--- src/rtl/regfile_access_seq.sv ---
// Shared-bus access sequencer for the 32x32 register file: optional writeback of rd,
// then fetch of up to two source operands, returned on a valid/ready response.
module regfile_access_seq #(
  parameter int ADDR_W   = 6,
  parameter int DATA_W   = 32,
  parameter int NUM_REGS = 32,
  parameter int CNT_W    = 16
) (
  input  logic              clock_i,
  input  logic              reset_i,
  input  logic              cmd_valid_i,
  output logic              cmd_ready_o,
  input  logic [ADDR_W-1:0] cmd_rd_i,
  input  logic              cmd_rd_en_i,
  input  logic [DATA_W-1:0] cmd_wdata_i,
  input  logic [ADDR_W-1:0] cmd_rs1_i,
  input  logic [ADDR_W-1:0] cmd_rs2_i,
  input  logic [1:0]        cmd_nsrc_i,
  output logic              rsp_valid_o,
  input  logic              rsp_ready_i,
  output logic [DATA_W-1:0] rsp_a_o,
  output logic [DATA_W-1:0] rsp_b_o,
  output logic              rsp_err_o,
  output logic [ADDR_W-1:0] rf_addr_o,
  output logic              rf_wrt_o,
  output logic              rf_en_o,
  output logic              bus_drv_o,
  output logic [DATA_W-1:0] bus_out_o,
  input  logic [DATA_W-1:0] bus_in_i,
  output logic [CNT_W-1:0]  cmd_count_o
);

  typedef enum logic [2:0] {
    S_IDLE,
    S_WR,
    S_RD_A,
    S_WAIT_A,
    S_RD_B,
    S_WAIT_B,
    S_RESP
  } state_e;

  // One extra bit so NUM_REGS == 2**ADDR_W still compares correctly.
  localparam logic [ADDR_W:0] NUM_REGS_C = (ADDR_W + 1)'(NUM_REGS);

  function automatic logic in_range(input logic [ADDR_W-1:0] addr);
    return {1'b0, addr} < NUM_REGS_C;
  endfunction

  state_e              state_q, state_d;
  logic [ADDR_W-1:0]   rs1_q, rs1_d;
  logic [ADDR_W-1:0]   rs2_q, rs2_d;
  logic                do_a_q, do_a_d;
  logic                do_b_q, do_b_d;
  logic                cmd_ready_q, cmd_ready_d;
  logic                rsp_valid_q, rsp_valid_d;
  logic [DATA_W-1:0]   rsp_a_q, rsp_a_d;
  logic [DATA_W-1:0]   rsp_b_q, rsp_b_d;
  logic                rsp_err_q, rsp_err_d;
  logic [ADDR_W-1:0]   rf_addr_q, rf_addr_d;
  logic                rf_wrt_q, rf_wrt_d;
  logic                rf_en_q, rf_en_d;
  logic                bus_drv_q, bus_drv_d;
  logic [DATA_W-1:0]   bus_out_q, bus_out_d;
  logic [CNT_W-1:0]    cmd_count_q, cmd_count_d;

  logic accept;
  logic acc_has_a, acc_has_b;
  logic acc_wr, acc_a, acc_b, acc_err;

  assign accept    = cmd_valid_i & cmd_ready_q;
  assign acc_has_a = (cmd_nsrc_i != 2'd0);
  assign acc_has_b = cmd_nsrc_i[1];  // nsrc of 3 behaves as 2

  assign acc_wr  = cmd_rd_en_i & (cmd_rd_i != '0) & in_range(cmd_rd_i);
  assign acc_a   = acc_has_a & (cmd_rs1_i != '0) & in_range(cmd_rs1_i);
  assign acc_b   = acc_has_b & (cmd_rs2_i != '0) & in_range(cmd_rs2_i);
  assign acc_err = (cmd_rd_en_i & ~in_range(cmd_rd_i))
                 | (acc_has_a   & ~in_range(cmd_rs1_i))
                 | (acc_has_b   & ~in_range(cmd_rs2_i));

  always_comb begin
    // NOTE: every signal gets a default first so no path leaves it unassigned (no latches).
    state_d     = state_q;
    rs1_d       = rs1_q;
    rs2_d       = rs2_q;
    do_a_d      = do_a_q;
    do_b_d      = do_b_q;
    rsp_a_d     = rsp_a_q;
    rsp_b_d     = rsp_b_q;
    rsp_err_d   = rsp_err_q;
    cmd_count_d = cmd_count_q;

    case (state_q)
      S_IDLE: begin
        if (accept) begin
          rs1_d     = cmd_rs1_i;
          rs2_d     = cmd_rs2_i;
          do_a_d    = acc_a;
          do_b_d    = acc_b;
          rsp_a_d   = '0;
          rsp_b_d   = '0;
          rsp_err_d = acc_err;
          if (acc_wr)      state_d = S_WR;
          else if (acc_a)  state_d = S_RD_A;
          else if (acc_b)  state_d = S_RD_B;
          else             state_d = S_RESP;
        end
      end
      S_WR: begin
        if (do_a_q)      state_d = S_RD_A;
        else if (do_b_q) state_d = S_RD_B;
        else             state_d = S_RESP;
      end
      S_RD_A:   state_d = S_WAIT_A;
      S_WAIT_A: begin
        rsp_a_d = bus_in_i;
        state_d = do_b_q ? S_RD_B : S_RESP;
      end
      S_RD_B:   state_d = S_WAIT_B;
      S_WAIT_B: begin
        rsp_b_d = bus_in_i;
        state_d = S_RESP;
      end
      S_RESP: begin
        if (rsp_ready_i) begin
          state_d     = S_IDLE;
          cmd_count_d = cmd_count_q + CNT_W'(1);
        end
      end
      default: state_d = S_IDLE;
    endcase
  end

  // Bus controls are registered from the next state so they line up with the phase.
  always_comb begin
    cmd_ready_d = (state_d == S_IDLE);
    rsp_valid_d = (state_d == S_RESP);
    rf_wrt_d    = (state_d == S_WR);
    bus_drv_d   = (state_d == S_WR);
    rf_en_d     = 1'b0;
    rf_addr_d   = rf_addr_q;
    bus_out_d   = bus_out_q;
    case (state_d)
      S_WR: begin
        // WR is only ever entered on the accept edge, so the live command fields apply.
        rf_en_d   = 1'b1;
        rf_addr_d = cmd_rd_i;
        bus_out_d = cmd_wdata_i;
      end
      S_RD_A, S_WAIT_A: begin
        rf_en_d   = 1'b1;
        rf_addr_d = rs1_d;
      end
      S_RD_B, S_WAIT_B: begin
        rf_en_d   = 1'b1;
        rf_addr_d = rs2_d;
      end
      default: ;
    endcase
  end

  always_ff @(posedge clock_i) begin
    if (reset_i) begin
      // NOTE: sequential state uses non-blocking assignments only.
      state_q     <= S_IDLE;
      rs1_q       <= '0;
      rs2_q       <= '0;
      do_a_q      <= 1'b0;
      do_b_q      <= 1'b0;
      cmd_ready_q <= 1'b1;
      rsp_valid_q <= 1'b0;
      rsp_a_q     <= '0;
      rsp_b_q     <= '0;
      rsp_err_q   <= 1'b0;
      rf_addr_q   <= '0;
      rf_wrt_q    <= 1'b0;
      rf_en_q     <= 1'b0;
      bus_drv_q   <= 1'b0;
      bus_out_q   <= '0;
      cmd_count_q <= '0;
    end else begin
      state_q     <= state_d;
      rs1_q       <= rs1_d;
      rs2_q       <= rs2_d;
      do_a_q      <= do_a_d;
      do_b_q      <= do_b_d;
      cmd_ready_q <= cmd_ready_d;
      rsp_valid_q <= rsp_valid_d;
      rsp_a_q     <= rsp_a_d;
      rsp_b_q     <= rsp_b_d;
      rsp_err_q   <= rsp_err_d;
      rf_addr_q   <= rf_addr_d;
      rf_wrt_q    <= rf_wrt_d;
      rf_en_q     <= rf_en_d;
      bus_drv_q   <= bus_drv_d;
      bus_out_q   <= bus_out_d;
      cmd_count_q <= cmd_count_d;
    end
  end

  assign cmd_ready_o = cmd_ready_q;
  assign rsp_valid_o = rsp_valid_q;
  assign rsp_a_o     = rsp_a_q;
  assign rsp_b_o     = rsp_b_q;
  assign rsp_err_o   = rsp_err_q;
  assign rf_addr_o   = rf_addr_q;
  assign rf_wrt_o    = rf_wrt_q;
  assign rf_en_o     = rf_en_q;
  assign bus_drv_o   = bus_drv_q;
  assign bus_out_o   = bus_out_q;
  assign cmd_count_o = cmd_count_q;

endmodule

--- config.mk ---
export PLATFORM = sky130hd
export DESIGN_NAME = regfile_access_seq
export DESIGN_NICKNAME = d
export VERILOG_FILES = /design/src/rtl/regfile_access_seq.sv
export SDC_FILE = /design/constraint.sdc
export NUM_CORES = 1
export LEC_CHECK = 0
export CORE_MARGIN = 1
export CORE_UTILIZATION = 41
export CTS_BUF_LIST = sky130_fd_sc_hd__clkbuf_2
export CTS_CLUSTER_SIZE = 30
export DETAILED_ROUTE_END_ITERATION = 16
export GPL_TIMING_DRIVEN = 0
export MAX_ROUTING_LAYER = met4
export PLACE_DENSITY = 0.79
export SYNTH_ARGS = -nofsm -noshare
export SYNTH_HDL_FRONTEND = slang
export SYNTH_SLANG_ARGS = --single-unit
--- constraint.sdc ---
create_clock -name clock_i -period 2.2 [get_ports clock_i]
set_input_delay 0.44 -clock clock_i [delete_from_list [all_inputs] [get_ports clock_i]]
set_output_delay 0.44 -clock clock_i [all_outputs]
set_load 0.1 [all_outputs]
* After elaboration in Yosys (flattened, before gate mapping)
Cells that the tools add are included.
** Storage, ports and cells
- Register bits after elaboration :: 140
- Bits of input ports :: 89
- Output and inout port bits :: 124
- Word-level logic and storage cells :: 80
** Operators by class
- $add $sub $neg :: 1
- Order comparisons :: 3
- Eq/ne operators :: 13
- Multiplexer cells :: 17
- Bitwise gates (word level) :: 15
- Reduce and logical (&&, ||, !) cells :: 16
** Operators by type and width (count)
- one-hot mux 32 bit (2 select lines) :: 2
- two-way mux 32 bit :: 1
- two-way mux 6 bit :: 4
- one-hot mux 3 bit (7 select lines) :: 1
- == test 3 bit, second input constant :: 6
- less-than comparator 6 bit, second input constant :: 3
- one-hot mux 6 bit (3 select lines) :: 1
- nonzero test 6 bit :: 3
- adder 16 x 1 -> 16 bit, second input constant :: 1
- two-way mux 3 bit :: 5
- == test 3 x 2 -> 1 bit, second input constant :: 4
- bitwise AND 1 bit :: 10
- AND reduction 2 bit :: 4
- == test 3 x 1 -> 1 bit, second input constant :: 2
- zero test 3 bit :: 2
- nonzero test 2 bit :: 3
- OR reduction 5 bit :: 1
- two-way mux 2 bit :: 2
- OR reduction 2 bit :: 2
- NOT 1 bit :: 3
- nonzero test 3 bit :: 1
- != test 2 bit, second input constant :: 1
- bitwise OR 1 bit :: 2
- two-way mux 1 bit :: 1

* Longest topological paths before layout
Gate-level depths: netlist of run 1.
- Depth in word-level cells :: 11
- Mapped depth :: 9
- Gate-level depth less buffers :: 6

* Worst setup path after synthesis of run 1
Ideal clock, no wire load.
- Path type :: register -> register
- Start point :: register cmd_ready_q, in the netlist cmd_ready_o
- End point :: register rf_addr_q[2], in the netlist rf_addr_o[2]
- Setup time :: 0.119 ns
- Arrival :: 2.289 ns
- Required time :: 2.081 ns
- Path slack :: -0.208 ns
- Stages on the path, launching flop included :: 8
- Buffers on the path :: 2
- Period minus slack after synthesis :: 2.408 ns
- Cell sequence :: dfxtp_1 and4b_1 buf_2 buf_2 mux2i_1 nand2_1 o2bb2ai_1 o221a_1
** Between the ends
- Cells in the longest elaborated chain, start to end :: 6
- Elaborated cells on any way between the ends :: 16
** Ends and longest elaborated chain
- start: declaration :: RTL line 55 : logic cmd_ready_q, cmd_ready_d;
- start signal: assignment :: RTL line 188 : cmd_ready_q <= cmd_ready_d;
- bitwise AND 1 bit (*) :: RTL line 71 : assign accept = cmd_valid_i & cmd_ready_q;
- two-way mux 3 bit :: RTL line 96 : if (accept) begin
- one-hot mux 3 bit (7 select lines) :: RTL line 94 : case (state_q)
- == test 3 bit or == test 3 x 2 -> 1 bit (tied branches) :: RTL line 144 : case (state_d)
- OR reduction 2 bit :: RTL line 144
- one-hot mux 6 bit (3 select lines) or nonzero test 3 bit (tied branches)
- end signal: assignment :: RTL line 193 : rf_addr_q <= rf_addr_d;
- end: declaration :: RTL line 60 : logic [ADDR_W-1:0] rf_addr_q, rf_addr_d;
Mark *: on every way between the ends. The rest lies on a longest branch, timed or not.
A chain may end at the register's enable or synchronous reset.

* Final worst setup path of run 1
- Start point :: register state_q[1]
- End point :: register rf_addr_q[2], in the netlist rf_addr_o[2]
** Between the ends
- Cells in the longest elaborated chain, start to end :: 5
- Elaborated cells on any way between the ends :: 21
** Ends and longest elaborated chain
- start: declaration :: RTL line 50 : state_e state_q, state_d;
- start signal: assignment :: RTL line 183 : state_q <= state_d;
- == test 3 bit (tied with other cells) :: RTL line 94
- one-hot mux 3 bit (7 select lines) :: RTL line 94
- == test 3 bit or == test 3 x 2 -> 1 bit (tied branches) :: RTL line 144
- OR reduction 2 bit :: RTL line 144
- one-hot mux 6 bit (3 select lines) or nonzero test 3 bit (tied branches)
Several ways; a longest one is shown, not always the timed one.

==> run_results.csv, run 1 <==
group,metric,value,unit
routing,routed_via_density,5.06,
synth,synth_nets,741,
synth,synth_top_area_share,0.517,
die,die_y,117,µm
routing,drc_errors,0,
timing,finalMaxSlewViolations,0,
power_and_ir_drop,p_leak,0.00292,µW
synth,synth.area.top_cells,"dfxtp_1, nand2_1, a21oi_1, nand3_1, nor2_1",
cells_and_area,fillers,1195,
clocking,clockRootBuffer,"clkbuf_2",
synth,ys_types,50,
synth,netlist_area,5430,µm²
placement,io_buffers,212,
synth,ys_warn_count,0,
worst_setup_path,path_max_fanout,10,
timing,clock_skew,18.5,ps
worst_setup_path,cp.required,2870,ps
worst_hold_path,whs_path_depth,3,
clocking,cts_tree,"yes",
worst_hold_path,min_to,"bus_out_o[20]$_SDFFE_PP0P_",
routing,vias,5401,
timing,finalSetupViolCount,0,
synth,syn_inst,651,
worst_setup_path,rrSetupSlack,40,ps
timing,fin_crit_sh,0.981,
power_and_ir_drop,vdd.ir_drop.worst,0.000547,V
clocking,cts_max_level,4,
clocking,clk_path_buf_depth,2,
synth,synth_top_area_cell,"dfxtp_1",
clocking,cts_buffers,17,
global_route,grt_start_max_net_pins,17,
timing,grt_setup_unrepaired,"true",
worst_setup_path,crit_type,"reg -> reg",
worst_setup_path,reg2reg_to,"rf_addr_o[2]$_SDFFE_PP0P_",
global_route,antenna_found_initial,0,
die,fp.dieW,117,µm
die,core,12800,µm²
worst_hold_path,hold_path_startpoint,"cmd_wdata_i[20]",
cells_and_area,drive_above_1_share,0.208,
synth,synth-edff-count,0,
power_and_ir_drop,finalPower,8210,µW
worst_setup_path,cp-start-kind,"flip-flop",
cells_and_area,final_core_util,0.620,
global_route,grt_pass1_vias,5072,
power_and_ir_drop,power-per-cell-area,1040,nW/µm²
timing,fin_crit,2160,ps
routing,dr.first_iter.drc_count,307,
timing,fin_tns_setup,0,ps
cells_and_area,final_cell_mix,"nand2_1, dfxtp_1, a21oi_1",
placement,gp_congestion,0.816,
synth,synth.avg_cell_area,8.33,µm²
worst_setup_path,crit_arrival,2830,ps
synth,ys.flop_type,"dfxtp_1",
timing,timing.fmax,463,MHz
cells_and_area,diodes,0,
global_route,grtUsageTotal,0.242,
clocking,clock_latency,710,ps
timing,whs,236,ps
routing,postRouteAntennaNets,0,
synth,ys_ff_latch,140,
routing,routed_wl,16.0,mm
die,floorplan.initialDensity,0.425,
timing,hold_violations,0,
global_route,grt_pass1_wl,24.5,mm
cells_and_area,nets,972,
status,outcome,"completed",
clocking,clk_pin_slew_worst_paths,200,ps
worst_setup_path,critPathCaptureType,"flip-flop",
worst_setup_path,crit-reg2reg-launch,"state_q[1]$_SDFF_PP0_",
die,ios,213,
placement,detailed_place_hpwl,11.8,mm
routing,first_pass_iters,5,
synth,async_reset_ff_frac,0,
routing,drt-wirelength-per-cell,15.0,µm
run,maxCapViolations,0,
global_route,overflow,0,
timing,worst-slew-pin-transition,640,ps
worst_hold_path,hold_class,"in -> reg",
worst_setup_path,r2r_cells,8,
synth,ys_seq_area_frac,0.517,
cells_and_area,mostFrequentLayoutCell,"nand2_1",
timing,relSlewSlack,0.573,
clocking,clkSinkCount,140,
cells_and_area,area_delta_synth_final,45.9,%
die,die_area,13700,µm²
die,rows,41,
[state kept, by name (all words and copies together) (netlist names), 3 cells and up]
name and count:
cmd_count_o 16, rsp_b_o 32, rs2_q 6, rf_addr_o 6
rs1_q 6, rsp_a_o 32, state_q 3, bus_out_o 32
[cells by family after synthesis]
group / share of synthesized area
simple gates: 0.239
compound gates: 0.159
flops: 0.517
buf+inv: 0.0381
xor+xnor: 0.0210
mux: 0.0240
fa+ha+maj: 0.00231
[metal layers]
metal	global-route usage	up-vias	wire length, µm
met5	-	-	0
met1	0.281	2476	6840
met4	0.100	0	346
li1	-	2696	-
met3	0.0736	29	1300
met2	0.390	200	7470
[synthesized netlist by cell type (all sizes together), types with 2 or more instances]
cell type,n
o221a,5
nor3,3
o21ai,8
mux2i,13
dfxtp,140
nor2,41
o211ai,2
xnor2,4
and3b,2
nand2b,2
nand3,70
xor2,9
or2,2
clkbuf,33
nor2b,4
nand2,146
or3,3
or4,2
o2bb2ai,5
o211a,5
o31ai,3
a21oi,106
nand4,4
and3,2
and4b,3
and2,3
o21a,2
buf,17
[worst max path at each step]
stage,from,end,cells past startpoint
after floorplan,cmd_count_o[1]$_SDFFE_PP0P_,cmd_count_o[13]$_SDFFE_PP0P_,5
after global placement,cmd_rd_i[0],bus_out_o[16]$_SDFFE_PP0P_,8
after detailed placement,cmd_rd_i[0],bus_out_o[21]$_SDFFE_PP0P_,8
after CTS,cmd_count_o[5]$_SDFFE_PP0P_,cmd_count_o[5],1
after global routing,state_q[1]$_SDFF_PP0_,rf_addr_o[2]$_SDFFE_PP0P_,7
final,state_q[1]$_SDFF_PP0_,rf_addr_o[2]$_SDFFE_PP0P_,8
[worst max-delay path, cell delays in order, from the launching register on]
cell and delay, ps:
dfxtp_1 340, buf_2 160, nor2_2 170, nand4b_1 100, clkbuf_2 240, nor4_1 350, o21ai_1 230, o2bb2ai_1 300
o221a_1 220
[stage by stage]
| step | instance area [µm²] | setup WS, ps | instances |
|---|---|---|---|
| 3_5_place_dp | 7770 | -570 | 1035 |
| 3_3_place_gp | 7770 | -541 | 1035 |
| 6_report | 7920 | 41.6 | 1067 |
| 2_1_floorplan | 5430 | 45.3 | 651 |
| 4_1_cts | 8090 | 1.18 | 1067 |
| 5_1_grt | 7920 | -51.0 | 1067 |
[power by group]
group	internal (µW)	leakage, µW	total (µW)	switching [µW]
clock	607	0.000136	1540	929
sequential	2810	0.00113	2940	136
combinational	1090	0.00165	3730	2640
total	4510	0.00292	8210	3700
[layout make-up]
type / count / area, µm² / area share
sequential: 140 / 2810 / 0.355
multi-input combinational: 460 / 2440 / 0.309
timing repair buffer: 213 / 1990 / 0.251
tap: 172 / 215 / 0.0272
buffer: 49 / 214 / 0.0270
clock inverter: 15 / 155 / 0.0196
clock buffer: 17 / 85.1 / 0.0107
inverter: 1 / 3.75 / 0.000474
[repair_timing]
| item | in CTS | in global routing |
|---|---|---|
| hold endpoints to repair | 0 | 0 |
| pin swaps | 0 | 1 |
| hold buffers | 0 | 0 |
| endpoints found under the setup margin | 192 | 107 |
| buffers inserted | 0 | 1 |
| resized for setup | 404 | 106 |
Power figures use the tool's default switching activity.
==> inputs of run 2 (changes only) <==
--- a/config.mk
+++ b/config.mk
@@ -13,6 +13,7 @@
 export GPL_TIMING_DRIVEN = 0
 export MAX_ROUTING_LAYER = met4
 export PLACE_DENSITY = 0.79
+export SLEW_MARGIN = 5
 export SYNTH_ARGS = -nofsm -noshare
 export SYNTH_HDL_FRONTEND = slang
 export SYNTH_SLANG_ARGS = --single-unit
==> results of run 2 <==
Same layout as run 1: the final DEF is identical, and so are final timing and power.
